**config.mk**
```make
export PLATFORM = sky130hd
export DESIGN_NAME = mpsoc_dbg_or1k_stall_ctrl
export DESIGN_NICKNAME = d
export VERILOG_FILES = /design/src/rtl/mpsoc_dbg_or1k_stall_ctrl.sv
export SDC_FILE = /design/constraint.sdc
export NUM_CORES = 1
export LEC_CHECK = 0
export ABC_AREA = 1
export CAP_MARGIN = 10
export CORE_MARGIN = 2
export CORE_UTILIZATION = 45
export DETAILED_ROUTE_END_ITERATION = 8
export GPL_ROUTABILITY_DRIVEN = 0
export GPL_TIMING_DRIVEN = 1
export PLACE_DENSITY = 0.65
export SYNTH_ARGS = -nofsm -noshare
export SYNTH_HDL_FRONTEND = slang
export SYNTH_SLANG_ARGS = --single-unit
```
**constraint.sdc**
```tcl
create_clock -name tck_i -period 1.4 [get_ports tck_i]
set_input_delay 0.28 -clock tck_i [delete_from_list [all_inputs] [get_ports tck_i]]
set_output_delay 0.28 -clock tck_i [all_outputs]
set_load 0.02 [all_outputs]
```
**src/rtl/mpsoc_dbg_or1k_stall_ctrl.sv**
```systemverilog
// mpsoc_dbg_or1k_stall_ctrl
//
// JTAG-side command front end for the per-core stall/status register. A serial
// debug frame is shifted in from the TAP and decoded into a one-cycle write
// strobe (WRITE/SET/CLR/NOP). The stall status captured at Capture-DR is
// shifted back out on tdo_o. Everything runs in the TCK domain.
//
// Frame in  (LSB first): [1:0] opcode, [W-1:2] stall mask D
//   00 NOP, 01 WRITE (D), 10 SET (ctrl|D), 11 CLR (ctrl&~D)
// Frame out (LSB first): [0] err_o, [1] |ctrl_reg_i, [W-1:2] ctrl_reg_i
//
// Ports
//   tck_i            JTAG TCK, sole clock
//   tlr_i            asynchronous active-high reset (test-logic-reset)
//   module_select_i  this module is the selected debug target
//   capture_dr_i     TAP Capture-DR
//   shift_dr_i       TAP Shift-DR
//   update_dr_i      TAP Update-DR
//   tdi_i            serial data in, LSB first
//   tdo_o            serial data out, LSB first (registered)
//   ctrl_reg_i       current stall bits from the status register
//   we_o             one-cycle write strobe to the status register
//   data_o           stall value written with we_o
//   err_o            sticky frame-length error, cleared by capture
//
// Optional feature: define DBG_STALL_CRC_EN to append a CRC-8 (poly 0x07,
// init 0xFF) over the first W output bits, shifted out LSB first on shifts
// W+1..W+8.

module mpsoc_dbg_or1k_stall_ctrl #(
    parameter int unsigned X              = 2,
    parameter int unsigned Y              = 2,
    parameter int unsigned Z              = 2,
    parameter int unsigned CORES_PER_TILE = 1
) (
    input  logic                            tck_i,
    input  logic                            tlr_i,
    input  logic                            module_select_i,
    input  logic                            capture_dr_i,
    input  logic                            shift_dr_i,
    input  logic                            update_dr_i,
    input  logic                            tdi_i,
    output logic                            tdo_o,
    input  logic [X*Y*Z*CORES_PER_TILE-1:0] ctrl_reg_i,
    output logic                            we_o,
    output logic [X*Y*Z*CORES_PER_TILE-1:0] data_o,
    output logic                            err_o
);

    localparam int unsigned NC = X * Y * Z * CORES_PER_TILE;
    localparam int unsigned W  = NC + 2;

`ifdef DBG_STALL_CRC_EN
    localparam int unsigned CNT_MAX = W + 9;
    // Output shifter must be wide enough to hold the 8-bit CRC.
    localparam int unsigned SW      = (W > 8) ? W : 8;
`else
    localparam int unsigned CNT_MAX = W + 1;
    localparam int unsigned SW      = W;
`endif
    localparam int unsigned CW = $clog2(CNT_MAX + 1);

    typedef enum logic [1:0] {
        StIdle,
        StShift,
        StUpdate
    } state_t;

    state_t          state_q;
    logic [CW-1:0]   cnt_q;
    logic [W-1:0]    in_sr_q;
    logic [SW-1:0]   out_sr_q;

    logic [1:0]      opcode;
    logic [NC-1:0]   mask;
    logic [NC-1:0]   wr_data;
    logic            frame_ok;
    logic [W-1:0]    cap_frame;

    assign opcode    = in_sr_q[1:0];
    assign mask      = in_sr_q[W-1:2];
    assign frame_ok  = (cnt_q == CW'(W));
    assign cap_frame = {ctrl_reg_i, |ctrl_reg_i, err_o};
    assign tdo_o     = out_sr_q[0];

    always_comb begin
        wr_data = data_o;
        unique case (opcode)
            2'b01:   wr_data = mask;
            2'b10:   wr_data = ctrl_reg_i | mask;
            2'b11:   wr_data = ctrl_reg_i & ~mask;
            default: wr_data = data_o;
        endcase
    end

`ifdef DBG_STALL_CRC_EN
    logic [7:0] crc_q;
    logic [7:0] crc_next;

    // MSB-first CRC-8 update with the bit currently presented on tdo_o.
    assign crc_next = {crc_q[6:0], 1'b0} ^ ((crc_q[7] ^ out_sr_q[0]) ? 8'h07 : 8'h00);

    always_ff @(posedge tck_i or posedge tlr_i) begin
        if (tlr_i) begin
            crc_q <= 8'hFF;
        end else if (module_select_i && capture_dr_i &&
                     (state_q == StIdle || state_q == StShift)) begin
            crc_q <= 8'hFF;
        end else if (module_select_i && shift_dr_i && state_q == StShift &&
                     !update_dr_i && cnt_q < CW'(W)) begin
            crc_q <= crc_next;
        end
    end
`endif

    always_ff @(posedge tck_i or posedge tlr_i) begin
        if (tlr_i) begin
            state_q  <= StIdle;
            cnt_q    <= '0;
            in_sr_q  <= '0;
            out_sr_q <= '0;
            we_o     <= 1'b0;
            data_o   <= '0;
            err_o    <= 1'b0;
        end else begin
            we_o <= 1'b0;
            unique case (state_q)
                StIdle, StShift: begin
                    if (module_select_i && capture_dr_i) begin
                        // Read-to-clear: the frame carries the pre-clear error.
                        state_q  <= StShift;
                        out_sr_q <= SW'(cap_frame);
                        cnt_q    <= '0;
                        in_sr_q  <= '0;
                        err_o    <= 1'b0;
                    end else if (state_q == StShift && module_select_i && update_dr_i) begin
                        // Decode here so we_o is high during the UPDATE cycle
                        // and SET/CLR see ctrl_reg_i from this cycle.
                        state_q <= StUpdate;
                        if (frame_ok) begin
                            if (opcode != 2'b00) begin
                                we_o   <= 1'b1;
                                data_o <= wr_data;
                            end
                        end else begin
                            err_o <= 1'b1;
                        end
                    end else if (state_q == StShift && module_select_i && shift_dr_i) begin
                        in_sr_q <= {tdi_i, in_sr_q[W-1:1]};
`ifdef DBG_STALL_CRC_EN
                        if (cnt_q == CW'(W - 1)) begin
                            out_sr_q <= SW'(crc_next);
                        end else begin
                            out_sr_q <= {1'b0, out_sr_q[SW-1:1]};
                        end
`else
                        out_sr_q <= {1'b0, out_sr_q[SW-1:1]};
`endif
                        if (cnt_q != CW'(CNT_MAX)) begin
                            cnt_q <= cnt_q + CW'(1);
                        end
                    end
                end
                StUpdate: begin
                    state_q <= StIdle;
                end
                default: begin
                    state_q <= StIdle;
                end
            endcase
        end
    end

endmodule

```
==> metrics.md, run 1 <==
| Metric | Value |
|---|---|
| Status | `finished clean` |
| Worst path required time | `1.64 ns` |
| Critical Path, Cell by Cell | `inv_2 -> nand4_1 -> nor2_4 -> nand2_4 -> inv_4 -> buf_6 -> nand2_2 -> nand2_1` |
| CP max stage cell | `dfrtp_1` |
| Syn Nets | `255` |
| Vias per cell | `4.83` |
| Async S/R FF share, synth | `100%` |
| Ys Warns | `0` |
| F_max | `718 MHz` |
| Post-route ant nets | `0` |
| Layout cells sized above 1 | `21.2%` |
| Rows | `23` |
| Largest net degree at the start of global routing | `37` |
| Total global routing track utilization | `19.8%` |
| Yosys cell types | `20` |
| TritonCTS clock tree | `done` |
| Final Hold Vio Count | `0` |
| Setup WS post-layout | `0.00782 ns` |
| CTS clk-pin slew, worst paths | `0.08 ns` |
| CTS buffer count | `5` |
| Routed wire length | `4.11 mm` |
| Buffers on Ports | `25` |
| Die area | `4620 um2` |
| CP Max Fanout | `6` |
| Post-synth EDFFs | `0` |
| Syn Inst Count | `238` |
| Starting density of the core | `46.4%` |
| Clock Skew | `0.0104 ns` |
| Worst Path Arrival | `1.63 ns` |
| Final worst path period share | `99.4%` |
| Buf+Inv Stages, Crit Path | `3` |
| Cell with the most instances after synthesis | `nand2_1` |
| Minimum clock period | `1.39 ns` |
| Wire per inst | `12.2 um` |
| Worst Hold Class | `input pin to asynchronous set/reset pin` |
| Fillers | `363` |
| Final Net Count | `304` |
| Top post-synthesis cells by area | `dfrtp_1, nand2_1, o21ai_2` |
| RSZ-0062 raised after global routing | `true` |
| Synth Flop Type | `dfrtp_1` |
| DR iter-0 viols | `102` |
| Clk sinks | `36` |
| # Max-Cap Violations | `0` |
| PD cells | `1220 nW/um2` |
| Core area | `3970 um2` |
| Vias in the first global route | `1403` |
| Synth Register Bits | `36` |
| Synth area leader | `dfrtp_1` |
| Syn avg cell area | `7.74 um2` |
| Critical Path End Type | `register` |
| Area share of the largest cell type after synthesis | `48.9%` |
| Dpl ws | `-0.276 ns` |
| Setup violators final | `0` |
| Worst-Margin Slew | `0.290 ns` |
| Via Count | `1634` |
| CP top delay family | `simple AND/OR/NAND/NOR gates` |
| Register area share after synthesis | `48.9%` |
| Slew Limit Fails | `0` |
| Initial antenna violation count | `0` |
| H-tree Lvls | `2` |
| Synth cell count leaders | `nand2_1, dfrtp_1, o21ai_0` |
| Die Wd | `68.0 um` |
| VDD IR-drop max | `956 uV` |
| Grt total ovfl | `0` |
| Clock Path Buffers | `2` |
| Area grow syn2layout | `33.3%` |
| Die Y | `68.0 um` |
| Leak pwr | `1.30 nW` |
| Clock Tree Root | `clkbuf_8` |
| Worst-skew pair later-pin latency | `0.30 ns` |
| Startpoint Class | `register` |
| Dpl hpwl | `2.89 mm` |
| Synthesized area | `1840 um2` |
| Drt first pass iters | `4` |
| Slew HR | `80.5%` |
| DRC Markers | `0` |
| N_diodes | `0` |
| Number of top-level pins | `26` |
| Largest stage delay on the critical path | `0.42 ns` |
| Setup TNS Final | `0 ns` |
| Kind of critical path | `register to register` |
| First-pass GRT wire length | `6.60 mm` |
==> report_power, final <==
part / switching (mW) / total, mW / internal (mW)
Clock: 0.399 / 0.746 / 0.347
Combinational: 0.466 / 0.850 / 0.384
Sequential: 0.161 / 1.41 / 1.25
Total: 1.03 / 3.00 / 1.98
==> final timing paths <==
| kind | start | endpoint | slack [ns] | depth (start not counted) |
|---|---|---|---|---|
| worst max-delay path | state_q[1]$_DFFE_PP0P_ | data_o[0]$_DFFE_PP0P_ | 0.008 | 8 |
| worst min-delay path | tlr_i | data_o[6]$_DFFE_PP0P_ | 0.32 | 3 |
| worst max register to register | state_q[1]$_DFFE_PP0P_ | data_o[0]$_DFFE_PP0P_ | 0.008 | 8 |
| worst min register to register | data_o[2]$_DFFE_PP0P_ | data_o[2]$_DFFE_PP0P_ | 0.48 | 2 |
| max in group asynchronous | tlr_i | out_sr_q[3]$_DFFE_PP0P_ | 0.89 | 3 |
| min in group tck_i | capture_dr_i | state_q[1]$_DFFE_PP0P_ | 0.32 | 3 |
==> cell families (layout without fill, tap and decap cells) <==
kind of cell	Yosys count	count (layout)	synth area share, %
fa+ha+maj	2	2	1.36
flops	36	36	48.9
buf+inv	25	74	6.79
simple gates	143	144	31.6
compound gates	32	32	11.3
==> state kept, by name, summed over array words and instances (netlist names) <==
signal,count
cnt_q,4
data_o,8
err_o,1
in_sr_q,10
out_sr_q,10
state_q,2
we_o,1
==> placed cells by master, fill, tap and decap left out, drive strengths merged <==
| cell type | instances |
|---|---|
| dlymetal6s2s | 2 |
| nand2 | 118 |
| clkdlybuf4s50 | 12 |
| a21oi | 3 |
| inv | 18 |
| dfrtp | 36 |
| buf | 23 |
| or2 | 1 |
| nand4 | 4 |
| clkinv | 3 |
| nand3 | 9 |
| clkbuf | 5 |
| ha | 2 |
| o21ai | 29 |
| nor2 | 12 |
| dlygate4sd2 | 11 |
==> cell type report <==
class	count	area (um2)	share of cell area, %
multi-input combinational	178	861	35.0
tap	50	62.6	2.55
sequential	36	901	36.7
inverter	18	70.1	2.85
clock inverter	3	18.8	0.764
timing repair buffer	48	475	19.3
clock buffer	5	68.8	2.80
==> worst min-delay path, delay by kind of cell <==
| kind | cells | cell delay (ns) |
|---|---|---|
| buffers and inverters | 3 | 0.70 |
==> through the flow <==
step	std cells	util (%)	hold slack, ns	power, mW	area, um2
floorplan	238	-	0.358	1.96	1840
global placement	323	57.3	0.462	2.24	2280
finish	338	61.9	0.323	3.00	2460
CTS	331	59.2	0.331	3.00	2350
global route	338	61.9	0.331	3.22	2460
detailed placement	323	57.3	0.466	2.26	2280
==> metal layers <==
layer	global-route usage (%)	part of all wire, %	vias up
met5	0	0	-
met1	27.5	48	756
li1	-	-	843
met3	4.93	3.9	6
met2	29.7	46	29
met4	7.50	1.8	0
==> timing repair <==
item,4_1_cts,5_1_grt
cloned,0,1
setup endpoints to repair,11,33
hold buffers,0,0
pin swaps,0,6
setup buffers,0,7
gates resized for setup,11,20
(Power assumes the default switching activity.)
==> run 2: changes to the inputs <==
- TNS_END_PERCENT: not set -> 100
- clock period: 1.4 -> 1.6 ns (I/O delays scaled with it)
==> run 2 against run 1 <==
Cell count fell by 3.6%. Combinational power fell by 20%. Total power shrank 16%. Worst hold slack better by 0.052 ns. Routed wire length is 8.6% lower. Flip-flop and latch count unchanged. Die area stayed put. Sequential share of layout area rose by 1.9 points. Setup slack better by 0.022 ns. Core utilization decreased by 3.0 points. Final area shrank 4.8%. First-iteration DRC count shrank 28%. Highest routed layer unchanged.
==> metrics.md, run 2 (synthesis gave the netlist of run 1 again) <==
| Metric | Value |
|---|---|
| Final Net Count | `293` |
| H-tree Lvls | `2` |
| Initial antenna violation count | `0` |
| CP max stage cell | `clkdlybuf4s50_1` |
| Largest stage delay on the critical path | `0.60 ns` |
| Die Wd | `68.0 um` |
| Status | `finished clean` |
| R2R Setup Slk | `0.23 ns` |
| Dpl ws | `-0.124 ns` |
| Clk sinks | `36` |
| Die area | `4620 um2` |
| Worst hold slack | `0.375 ns` |
| Commonest non-fill, non-tap cell in the layout | `nand2_1` |
| Area grow syn2layout | `26.9%` |
| Leak pwr | `1.26 nW` |
| Layout cells sized above 1 | `14.9%` |
| Largest regs | `in_sr_q: 10 flops, out_sr_q: 10 flops, data_o: 8 flops` |
| Worst path required time | `1.28 ns` |
| Placed cell count | `319` |
| Kind of critical path | `register to primary output` |
| RR Startpoint | `cnt_q[0]$_DFFE_PP0P_` |
| Total global routing track utilization | `19.6%` |
| Wire per inst | `11.5 um` |
| Switching pwr | `0.818 mW` |
| N_diodes | `0` |
| Dpl hpwl | `2.75 mm` |
| Grt total ovfl | `0` |
| First-pass GRT wire length | `6.69 mm` |
| Seq pwr share | `49.1%` |
| Setup bufs post-CTS | `0` |
| Switching Share | `32.5%` |
| Via Count | `1563` |
| TritonCTS clock tree | `done` |
| Fin cells | `326` |
| Critical Path, Cell by Cell | `clkdlybuf4s50_1` |
| Buffers on Ports | `25` |
| Drt first pass iters | `4` |
| F_max | `637 MHz` |
| Clk network pwr share | `24.0%` |
| Final worst path period share | `98.2%` |
| Most frequent cells in the layout | `nand2_1, dfrtp_1, clkdlybuf4s50_1` |
| Core area | `3970 um2` |
| Post-route ant nets | `0` |
| VDD IR-drop max | `637 uV` |
| DRC Markers | `0` |
| CP top delay family | `buffers and inverters` |
| Startpoint Class | `register` |
| # Max-Cap Violations | `0` |
| CTS buffer count | `5` |
| Largest net degree at the start of global routing | `37` |
| Worst-Margin Slew | `0.325 ns` |
| PD cells | `1080 nW/um2` |
| Minimum clock period | `1.57 ns` |
| Number of top-level pins | `26` |
| Reg2reg end | `data_o[5]$_DFFE_PP0P_` |
| Die Y | `68.0 um` |
| Reg2Reg Depth | `8` |
| Clock Skew | `0.00629 ns` |
| Routed wire length | `3.76 mm` |
| Clock Path Buffers | `2` |
| Vias per cell | `4.79` |
| Worst Hold Class | `input pin to asynchronous set/reset pin` |
| Rows | `23` |
| Setup violators final | `0` |
| Final Hold Vio Count | `0` |
| Fillers | `378` |
| Buf+Inv Stages, Crit Path | `1` |
| Worst-skew pair later-pin latency | `0.29 ns` |
| P_int | `1.70 mW` |
| Starting density of the core | `46.4%` |
| RSZ-0062 raised after global routing | `false` |
| CTS clk-pin slew, worst paths | `0.07 ns` |
| DR iter-0 viols | `73` |
| Slew HR | `78.3%` |
| Clock Tree Root | `clkbuf_8` |
| # resized after CTS | `0` |
| CP Max Fanout | `2` |
| Worst Path Arrival | `1.25 ns` |
| Gate power share | `26.9%` |
| Setup WS post-layout | `0.0296 ns` |
| Critical Path End Type | `primary output` |
| Slew Limit Fails | `0` |
| Cts hold-fix bufs | `0` |
| Vias in the first global route | `1444` |
## run 2: cell types whose count changed in the layout (fill, tap and decap cells not counted), moves of 2 or more
cell,previous run,this run
dlymetal6s2s_1,2,6
nor2_4,2,0
nor2_1,9,11
nand2_4,2,0
dlygate4sd2_1,11,0
nand2_1,111,114
buf_4,16,9
buf_6,3,0
nand2_2,5,3
clkdlybuf4s50_1,12,19
## run 2: through the flow
step | setup TNS, ns | total power, mW | utilization [%] | area (um2)
after floorplan | 0 | 1.71 | - | 1840
after global placement | -2.53 | 1.93 | 56.6 | 2250
after detailed placement | -2.64 | 1.94 | 56.6 | 2250
after CTS | 0 | 2.55 | 58.5 | 2320
after global routing | 0 | 2.71 | 58.9 | 2340
final | 0 | 2.51 | 58.9 | 2340
## run 2: area by class of cell
cell class / count / area, um2 / area share (%)
Clock inverter: 1 / 5.00 / 0.214
Inverter: 18 / 67.6 / 2.89
Timing Repair Buffer: 38 / 413 / 17.7
Clock buffer: 6 / 72.6 / 3.10
Sequential cell: 36 / 901 / 38.5
Tap cell: 50 / 62.6 / 2.68
Multi-Input combinational cell: 177 / 817 / 34.9
## run 2: power groups by stage
stage	sequential (mW)	clock, mW	combinational, mW
floorplan	1.23	0	0.482
global placement	1.25	0	0.675
detailed placement	1.25	0	0.683
CTS	1.23	0.625	0.687
global route	1.26	0.666	0.785
finish	1.23	0.603	0.678
## run 2: per-layer routing
layer  GRT usage [%]  part of all wire [%]
met5               0                     0
met4            8.25                   1.9
met3            3.95                   4.0
met2            28.9                    45
met1            27.9                    49
## run 2: worst max-delay path by stage
stage,from,endpoint,slack [ns],cells after the start
finish,err_o$_DFFE_PP0P_,err_o,0.03,1
global route,err_o$_DFFE_PP0P_,err_o,0.0009,1
CTS,data_o[4]$_DFFE_PP0P_,data_o[4],0.01,1
detailed placement,module_select_i,cnt_q[3]$_DFFE_PP0P_,-0.12,8
global placement,module_select_i,cnt_q[0]$_DFFE_PP0P_,-0.12,8
floorplan,state_q[1]$_DFFE_PP0P_,out_sr_q[5]$_DFFE_PP0P_,0.35,7
==> run 3: changes to the inputs <==
- GPL_ROUTABILITY_DRIVEN: 0 -> not set
==> results of run 3 <==
The final DEF is identical to that of run 2; final timing and power are the same.
